<file path="src/rtl/mem_port_arbiter_if.sv">
// Request/response bundle between the fetch and data requesters, the arbiter and the shared memory.
// The arbiter takes the slave modport; the requester/memory side takes the master modport.
interface mem_port_arbiter_if;
  logic        if_req;
  logic [31:0] if_addr;
  logic        if_ready;
  logic        if_rvalid;
  logic [31:0] if_rdata;
  logic        d_req;
  logic        d_we;
  logic [31:0] d_addr;
  logic [31:0] d_wdata;
  logic [3:0]  d_wstrb;
  logic        d_ready;
  logic        d_rvalid;
  logic [31:0] d_rdata;
  logic        mem_req;
  logic        mem_we;
  logic [31:0] mem_addr;
  logic [31:0] mem_wdata;
  logic [3:0]  mem_wstrb;
  logic        mem_ack;
  logic [31:0] mem_rdata;
  logic        busy;

  modport slave (
    input  if_req, if_addr, d_req, d_we, d_addr, d_wdata, d_wstrb, mem_ack, mem_rdata,
    output if_ready, if_rvalid, if_rdata, d_ready, d_rvalid, d_rdata,
           mem_req, mem_we, mem_addr, mem_wdata, mem_wstrb, busy
  );

  modport master (
    output if_req, if_addr, d_req, d_we, d_addr, d_wdata, d_wstrb, mem_ack, mem_rdata,
    input  if_ready, if_rvalid, if_rdata, d_ready, d_rvalid, d_rdata,
           mem_req, mem_we, mem_addr, mem_wdata, mem_wstrb, busy
  );
endinterface

</file>
<file path="src/rtl/mem_port_arbiter.sv">
// Fetch/data arbiter for one single-port memory; mem_req one cycle after accept, rvalid one cycle after mem_ack.
// One transaction in flight: both readys low while busy; data has priority, bounded by a fetch-starvation streak.
module mem_port_arbiter #(
  parameter int MAX_DATA_STREAK = 4
) (
  input logic                 clk,
  input logic                 rst,
  mem_port_arbiter_if.slave   bus
);
  localparam int SW = $clog2(MAX_DATA_STREAK + 1);
  localparam logic [SW-1:0] STREAK_MAX = SW'(MAX_DATA_STREAK);

  typedef enum logic {IDLE, BUSY} state_t;

  state_t        state;
  logic [SW-1:0] streak;
  logic          owner;
  logic          idle;
  logic          fetch_turn;
  logic          fetch_win;
  logic          data_win;

  assign idle       = (state == IDLE);
  assign fetch_turn = (streak == STREAK_MAX);
  assign fetch_win  = idle && bus.if_req && (!bus.d_req || fetch_turn);
  assign data_win   = idle && bus.d_req && !(bus.if_req && fetch_turn);

  assign bus.if_ready = fetch_win;
  assign bus.d_ready  = data_win;
  assign bus.mem_req  = (state == BUSY);
  assign bus.busy     = (state == BUSY);

  always_ff @(posedge clk or posedge rst) begin
    if (rst) begin
      state         <= IDLE;
      streak        <= '0;
      owner         <= 1'b0;
      bus.mem_we    <= 1'b0;
      bus.mem_addr  <= '0;
      bus.mem_wdata <= '0;
      bus.mem_wstrb <= '0;
      bus.if_rvalid <= 1'b0;
      bus.if_rdata  <= '0;
      bus.d_rvalid  <= 1'b0;
      bus.d_rdata   <= '0;
    end else begin
      bus.if_rvalid <= 1'b0;
      bus.d_rvalid  <= 1'b0;
      case (state)
        IDLE: begin
          if (fetch_win) begin
            state         <= BUSY;
            owner         <= 1'b0;
            streak        <= '0;
            bus.mem_we    <= 1'b0;
            bus.mem_addr  <= bus.if_addr;
            bus.mem_wdata <= '0;
            bus.mem_wstrb <= '0;
          end else if (data_win) begin
            state         <= BUSY;
            owner         <= 1'b1;
            bus.mem_we    <= bus.d_we;
            bus.mem_addr  <= bus.d_addr;
            bus.mem_wdata <= bus.d_wdata;
            bus.mem_wstrb <= bus.d_wstrb;
            // Only grants that make fetch wait count toward its starvation bound.
            if (bus.if_req && !fetch_turn)
              streak <= streak + SW'(1);
          end
        end
        BUSY: begin
          if (bus.mem_ack) begin
            state <= IDLE;
            if (owner) begin
              bus.d_rvalid <= 1'b1;
              bus.d_rdata  <= bus.mem_rdata;
            end else begin
              bus.if_rvalid <= 1'b1;
              bus.if_rdata  <= bus.mem_rdata;
            end
          end
        end
        default: state <= IDLE;
      endcase
    end
  end
endmodule
</file>
<file path="src/flat_wrapper.sv">
// flat-port wrapper written by rule: the top's interface ports become plain ports
module mem_port_arbiter_flat 
#(
  parameter int MAX_DATA_STREAK = 4
)
  (clk, rst, bus_if_req, bus_if_addr, bus_d_req, bus_d_we, bus_d_addr, bus_d_wdata, bus_d_wstrb, bus_mem_ack, bus_mem_rdata, bus_if_ready, bus_if_rvalid, bus_if_rdata, bus_d_ready, bus_d_rvalid, bus_d_rdata, bus_mem_req, bus_mem_we, bus_mem_addr, bus_mem_wdata, bus_mem_wstrb, bus_busy);
  mem_port_arbiter_if bus_i ();
  input logic clk;
  input logic rst;
  input wire logic [$bits(bus_i.if_req)-1:0] bus_if_req;
  input wire logic [$bits(bus_i.if_addr)-1:0] bus_if_addr;
  input wire logic [$bits(bus_i.d_req)-1:0] bus_d_req;
  input wire logic [$bits(bus_i.d_we)-1:0] bus_d_we;
  input wire logic [$bits(bus_i.d_addr)-1:0] bus_d_addr;
  input wire logic [$bits(bus_i.d_wdata)-1:0] bus_d_wdata;
  input wire logic [$bits(bus_i.d_wstrb)-1:0] bus_d_wstrb;
  input wire logic [$bits(bus_i.mem_ack)-1:0] bus_mem_ack;
  input wire logic [$bits(bus_i.mem_rdata)-1:0] bus_mem_rdata;
  output wire logic [$bits(bus_i.if_ready)-1:0] bus_if_ready;
  output wire logic [$bits(bus_i.if_rvalid)-1:0] bus_if_rvalid;
  output wire logic [$bits(bus_i.if_rdata)-1:0] bus_if_rdata;
  output wire logic [$bits(bus_i.d_ready)-1:0] bus_d_ready;
  output wire logic [$bits(bus_i.d_rvalid)-1:0] bus_d_rvalid;
  output wire logic [$bits(bus_i.d_rdata)-1:0] bus_d_rdata;
  output wire logic [$bits(bus_i.mem_req)-1:0] bus_mem_req;
  output wire logic [$bits(bus_i.mem_we)-1:0] bus_mem_we;
  output wire logic [$bits(bus_i.mem_addr)-1:0] bus_mem_addr;
  output wire logic [$bits(bus_i.mem_wdata)-1:0] bus_mem_wdata;
  output wire logic [$bits(bus_i.mem_wstrb)-1:0] bus_mem_wstrb;
  output wire logic [$bits(bus_i.busy)-1:0] bus_busy;
  assign bus_i.if_req = bus_if_req;
  assign bus_i.if_addr = bus_if_addr;
  assign bus_i.d_req = bus_d_req;
  assign bus_i.d_we = bus_d_we;
  assign bus_i.d_addr = bus_d_addr;
  assign bus_i.d_wdata = bus_d_wdata;
  assign bus_i.d_wstrb = bus_d_wstrb;
  assign bus_i.mem_ack = bus_mem_ack;
  assign bus_i.mem_rdata = bus_mem_rdata;
  assign bus_if_ready = bus_i.if_ready;
  assign bus_if_rvalid = bus_i.if_rvalid;
  assign bus_if_rdata = bus_i.if_rdata;
  assign bus_d_ready = bus_i.d_ready;
  assign bus_d_rvalid = bus_i.d_rvalid;
  assign bus_d_rdata = bus_i.d_rdata;
  assign bus_mem_req = bus_i.mem_req;
  assign bus_mem_we = bus_i.mem_we;
  assign bus_mem_addr = bus_i.mem_addr;
  assign bus_mem_wdata = bus_i.mem_wdata;
  assign bus_mem_wstrb = bus_i.mem_wstrb;
  assign bus_busy = bus_i.busy;
  mem_port_arbiter #(.MAX_DATA_STREAK(MAX_DATA_STREAK)) u_core (.clk(clk), .rst(rst), .bus(bus_i));
endmodule
</file>
<file path="config.mk">
export PLATFORM = sky130hd
export DESIGN_NAME = mem_port_arbiter_flat
export DESIGN_NICKNAME = d
export VERILOG_FILES = /design/src/rtl/mem_port_arbiter_if.sv /design/src/rtl/mem_port_arbiter.sv /design/src/flat_wrapper.sv
export SDC_FILE = /design/constraint.sdc
export NUM_CORES = 1
export LEC_CHECK = 0
export CAP_MARGIN = 0
export CORE_UTILIZATION = 40
export CTS_CLUSTER_SIZE = 30
export DETAILED_ROUTE_END_ITERATION = 10
export PLACE_DENSITY = 0.8
export SETUP_SLACK_MARGIN = 0.02
export SLEW_MARGIN = 20
export SYNTH_ARGS = -nofsm -noshare
export SYNTH_HDL_FRONTEND = slang
export SYNTH_SLANG_ARGS = --single-unit
</file>
<file path="constraint.sdc">
create_clock -name clk -period 4.9 [get_ports clk]
set_input_delay 0.735 -clock clk [delete_from_list [all_inputs] [get_ports clk]]
set_output_delay 0.735 -clock clk [all_outputs]
set_load 0.01 [all_outputs]
</file>
==> results of run 1 <==
-- final timing paths --
path                                         startpoint                             endpoint  slack [ns]  cells after the start
hold / removal                 u_core.owner$_DFFE_PP0P_             u_core.owner$_DFFE_PP0P_        0.49                      1
min in group asynchronous                           rst  u_core.bus.mem_wdata[6]$_DFFE_PP0P_        0.91                      2
hold reg to reg                u_core.owner$_DFFE_PP0P_             u_core.owner$_DFFE_PP0P_        0.49                      1
setup / recovery                             bus_if_req                         bus_if_ready        1.77                      4
setup reg to reg           u_core.streak[0]$_DFFE_PP0P_  u_core.bus.mem_addr[21]$_DFFE_PP0P_        2.93                      6
max in group asynchronous                           rst  u_core.bus.mem_addr[30]$_DFFE_PP0P_        2.92                      3
-- routing by layer --
metal	GRT usage	wire length (µm)	vias to the layer above
met4	0.0875	344	0
met5	0	0	-
met2	0.371	7630	204
met1	0.255	5860	2136
met3	0.0713	1290	28
li1	-	-	2023
-- layout make-up --
| cell class | count | area share |
|---|---|---|
| tap | 176 | 0.0246 |
| multi-input combinational | 249 | 0.207 |
| inverter | 6 | 0.00307 |
| clock inverter | 8 | 0.0110 |
| clock buffer | 19 | 0.0495 |
| timing repair buffer | 282 | 0.313 |
| sequential | 140 | 0.391 |
-- per-stage QoR --
| step | setup slack [ns] | hold WS (ns) | utilization | instance area (µm²) |
|---|---|---|---|---|
| after floorplan | 0.412 | 0.464 | - | 5530 |
| after global placement | 1.81 | 0.481 | 0.630 | 8410 |
| after detailed placement | 1.78 | 0.490 | 0.630 | 8410 |
| final | 1.77 | 0.493 | 0.671 | 8960 |
| after global routing | 1.71 | 0.524 | 0.671 | 8960 |
| after CTS | 1.78 | 0.502 | 0.671 | 8960 |
-- critical path: cells and delay by family --
| kind | cells | cell delay, ns |
|---|---|---|
| simple gates | 2 | 0.50 |
| buf+inv | 2 | 1.16 |
-- logic make-up (layout without fill, tap and decap cells) --
group	Yosys count	after routing	synth area share
adder cells (fa/ha/maj)	2	2	0.00453
AND/OR/NAND/NOR	105	105	0.0908
flip-flops	140	140	0.634
multiplexers	64	64	0.130
buffers and inverters	35	315	0.0322
AO/OA/AOI/OAI	78	78	0.108
-- state kept, by name (all words and copies together) (netlist names) --
signal / cells
u_core.bus.d_rvalid: 1
u_core.bus.mem_wdata: 32
u_core.owner: 1
u_core.bus.if_rdata: 32
u_core.bus.busy: 1
u_core.bus.if_rvalid: 1
u_core.bus.mem_we: 1
u_core.bus.mem_addr: 32
u_core.bus.mem_wstrb: 4
u_core.bus.d_rdata: 32
u_core.streak: 3
-- synthesized netlist by cell type --
cell      instances  area [µm²]
a21boi_2          1        11.3
a21o_1            2        15.0
a21oi_1          31         155
a221o_1          32         320
a22o_1            7        61.3
and2_1           32         200
and3_1            1        6.26
buf_2            13        65.1
buf_4             8        60.1
clkbuf_1          8        30.0
dfrtp_1         140        3500
ha_1              2        25.0
inv_1             6        22.5
mux2_2           64         721
nand2_1          64         240
nand2b_1          3        18.8
nand3_1           2        10.0
nand3b_1          1        7.51
nor2_4            1        11.3
nor3b_1           1        7.51
o21ai_0           2        10.0
o21ba_2           1        10.0
o21bai_1          1        7.51
o22ai_1           1        6.26
-- power by group through the flow --
stage	Combinational (µW)	Clock (µW)	Sequential, µW
4_1_cts	2200	1220	1920
3_3_place_gp	2140	0	1890
5_1_grt	2310	1270	1980
2_1_floorplan	695	0	2120
3_5_place_dp	2190	0	1920
6_report	2170	1200	1910
==> run_results.csv, run 1 <==
group,metric,value,unit
status,status,"completed",
drt,wire_per_inst,17.2,µm
synthesis,synth_cells,424,
place,dp_hpwl,10600,µm
pwr,power_frac_clock,0.227,
drt,post-route-drc-count,0,
sta,finalClockSkew,0.00438,ns
die,initial_utilization,0.414,
die,rows,42,
finish,final_cell_mix,"clkdlybuf4s50_1, dfrtp_1, mux2_2, nand2_1",
pwr,p_sw,1560,µW
worst_setup_path,cp_cell_sequence,"clkdlybuf4s50_1 > nand2b_1 > nor2_4 > clkdlybuf4s50_1",
clock_network,ctsHoldBuffers,0,
pwr,power_frac_comb,0.411,
die,die_w,120,µm
sta,tightest_slew,0.882,ns
clock_network,cts.clk_slew.worst_paths,0.05,ns
drt,drt_iter0_drc,228,
sta,timing.slew.headroom,0.412,
sta,maxSlewViolCount,0,
finish,fill_cells,980,
die,io-pin-count,277,
synthesis,syn-num-nets,564,
pwr,swShare,0.296,
pwr,power_density,589,nW/µm²
finish,seq_area,3500,µm²
worst_setup_path,end_kind,"output port",
synthesis,syn_area,5530,µm²
min_path,hold_path_class,"flip-flop to flip-flop",
clock_network,cts_resized,0,
grt,grt_usage,0.219,
sta,rsz0062_at_grt,"no",
die,fp.dieH,120,µm
worst_setup_path,path_max_fanout,8,
die,coreArea,13300,µm²
clock_network,clockBufferDepth,2,
clock_network,clock-root-buffer,"clkbuf_16",
run,cap_violations,0,
die,dieArea,14300,µm²
place,numPortBuffers,276,
clock_network,clock_latency,0.41,ns
worst_setup_path,slowest_delay,0.58,ns
synthesis,ys_seq_area_frac,0.634,
worst_setup_path,cp-start-kind,"primary input",
synthesis,ys_warn_count,0,
worst_setup_path,arrival,2.40,ns
pwr,sequentialPowerShare,0.362,
clock_network,cts.sinks,140,
sta,setup_violations,0,
finish,area_delta_synth_final,62.1,%
synthesis,synth_seq_cells,140,
grt,gr-total-overflow,0,
clock_network,h-tree-depth,4,
drt,num_vias,4391,
sta,post-route-min-period,3.13,ns
finish,final_layout_size_suffix_gt1_frac,0.143,
clock_network,cts_tree,"built",
pwr,internal_power,3720,µW
pwr,leakagePower,0.00382,µW
sta,hold_viol,0,
grt,grt_pass1_vias,4615,
drt,antenna_left,0,
clock_network,cts_buffers,17,
grt,grt_pass1_wl,24100,µm
finish,num_antenna_cells,0,
finish,final_common_cell,"clkdlybuf4s50_1",
drt,drt-pass1-iter-count,5,
grt,antenna_found_initial,0,
place,gp_congestion,0.837,
synthesis,avgSynthCellArea,13.0,µm²
drt,viasPerCell,4.99,
worst_setup_path,path_common_cell,"clkdlybuf4s50_1",
drt,drt_wl_total,15100,µm
worst_setup_path,worst_path_max_delay_cell,"clkdlybuf4s50_1",
worst_setup_path,cp.required,4.16,ns
finish,multiInputGateArea,1860,µm²
finish,fin_cells,880,
place,place_inst,853,
clock_network,post_cts_buffers,0,
pwr,total_power,5280,µW
grt,grt_max_degree,103,
sta,fmax,319,MHz
sta,tns,0,ns
worst_setup_path,crit_type,"primary input to output port",
synthesis,synthDistinctLibCells,24,
pwr,vdd_drop_max,383,µV
finish,final_nets,836,
sta,fin_crit_sh,0.639,
No activity file was read; power rests on OpenSTA's default activity.
==> run 2: changes to the inputs <==
Settings changed: CORE_UTILIZATION 40 to 36, PLACE_DENSITY 0.8 to 0.76.
Clock period 4.9 ns to 2.67 ns, I/O delays scaled along.
==> run_results.csv, run 2 (synthesized netlist as in run 1, its figures left out) <==
group,metric,value,unit
worst_setup_path,cp.required,2.27,ns
sta,tightest_slew,0.689,ns
worst_setup_path,arrival,1.95,ns
die,initial_utilization,0.374,
die,fp.dieH,126,µm
worst_setup_path,cp-start-kind,"flip-flop",
grt,grt_usage,0.203,
clock_network,ctsHoldBuffers,0,
clock_network,post_cts_buffers,0,
min_path,hold_path_class,"primary input to asynchronous set/reset pin",
sta,finalClockSkew,0.00666,ns
pwr,vdd_drop_max,594,µV
drt,viasPerCell,4.95,
finish,final_cell_area,9080,µm²
grt,gr-total-overflow,0,
clock_network,cts.clk_slew.worst_paths,0.06,ns
place,placed_cell_area,8470,µm²
sta,tns,0,ns
sta,post-route-min-period,2.35,ns
die,coreArea,14800,µm²
clock_network,h-tree-depth,4,
drt,wire_per_inst,17.2,µm
finish,area_delta_synth_final,64.3,%
worst_setup_path,crit_type,"flip-flop to output port",
pwr,power_density,1090,nW/µm²
sta,holdWs,0.469,ns
place,numPortBuffers,276,
sta,fin_crit_sh,0.881,
grt,grt_pass1_vias,4827,
finish,final_cell_mix,"clkdlybuf4s50_1, dfrtp_1, mux2_2, nand2_1",
clock_network,clockBufferDepth,2,
sta,hold_viol,0,
worst_setup_path,end_kind,"output port",
die,die_w,126,µm
finish,fill_cells,1156,
drt,num_vias,4432,
finish,final_layout_size_suffix_gt1_frac,0.150,
clock_network,clock_latency,0.41,ns
finish,seq_area,3500,µm²
grt,grt_max_degree,74,
sta,rsz0062_at_grt,"no",
pwr,leakagePower,0.00386,µW
drt,antenna_left,0,
clock_network,cts_tree,"built",
place,gp_congestion,0.769,
clock_network,cts_resized,0,
finish,multiInputGateArea,1860,µm²
grt,grt_pass1_wl,24800,µm
clock_network,clock-root-buffer,"clkbuf_16",
finish,final_common_cell,"clkdlybuf4s50_1",
drt,drt_iter0_drc,215,
clock_network,cts_buffers,17,
die,dieArea,15800,µm²
die,io-pin-count,277,
clock_network,cts.sinks,140,
sta,fmax,425,MHz
finish,final_nets,837,
run,cap_violations,0,
sta,timing.slew.headroom,0.541,
place,dp_hpwl,10900,µm
drt,drt_wl_total,15400,µm
drt,post-route-drc-count,0,
die,rows,44,
sta,maxSlewViolCount,0,
drt,drt-pass1-iter-count,5,
status,status,"completed",
finish,fin_util,0.615,
grt,antenna_found_initial,2,
sta,setup_violations,0,
worst_setup_path,path_max_fanout,4,
-- run 2: cell count changes in the layout (fill, tap and decap cells not counted), sizes merged --
cell and delta:
buf +1, bufinv +1, clkbuf +2, inv -1, clkinvlp +1, diode +2, clkinv +1
-- run 2: final timing paths --
check	startpoint	to	slack [ns]	cells past startpoint
max	u_core.streak[0]$_DFFE_PP0P_	bus_d_ready	0.32	5
min	rst	u_core.bus.d_rdata[26]$_DFFE_PP0P_	0.47	3
max reg2reg	u_core.streak[0]$_DFFE_PP0P_	u_core.bus.mem_addr[23]$_DFFE_PP0P_	0.73	6
min reg2reg	u_core.bus.if_rdata[1]$_DFFE_PP0P_	u_core.bus.if_rdata[1]$_DFFE_PP0P_	0.50	1
max in group asynchronous	rst	u_core.bus.mem_wstrb[1]$_DFFE_PP0P_	1.86	3
min in group clk	u_core.bus.if_rdata[1]$_DFFE_PP0P_	u_core.bus.if_rdata[1]$_DFFE_PP0P_	0.50	1
-- run 2: area by class of cell --
class	count	share of cell area
flip-flops and latches	140	0.386
repair buffers	283	0.314
multi-input cells	249	0.205
clock buffers	21	0.0507
well taps	184	0.0254
clock inverters	10	0.0156
inverters	6	0.00289
diodes	2	0.000551
-- run 2: worst max-delay path, stage by stage (launching register included) --
cell and delay (ns):
dfrtp_1 0.40, inv_1 0.06, ha_1 0.24, nand3_1 0.09, and3_1 0.18, clkdlybuf4s50_1 0.57
-- run 2: per-stage QoR --
stage          cells  worst slack (ns)  power, µW
2_1_floorplan    424             0.520       5170
3_3_place_gp     862             0.367       7420
3_5_place_dp     862             0.339       7560
4_1_cts          893             0.279      10000
5_1_grt          895             0.202      10400
6_report         895             0.317       9880
-- run 2: metal layers --
| layer | routed length, µm | vias to the layer above | share of wire | GRT usage |
|---|---|---|---|---|
| met2 | 7870 | 185 | 0.51 | 0.353 |
| li1 | - | 2043 | - | - |
| met1 | 5900 | 2172 | 0.38 | 0.222 |
| met5 | 0 | - | 0 | 0 |
| met3 | 1210 | 32 | 0.078 | 0.0697 |
| met4 | 425 | 0 | 0.028 | 0.0936 |
-- run 2: report_power, final --
| part | total, µW | leakage (µW) | switching (µW) | internal (µW) |
|---|---|---|---|---|
| clock | 2380 | 0.000289 | 863 | 1510 |
| sequential | 3510 | 0.00171 | 484 | 3020 |
| combinational | 4000 | 0.00186 | 1550 | 2450 |
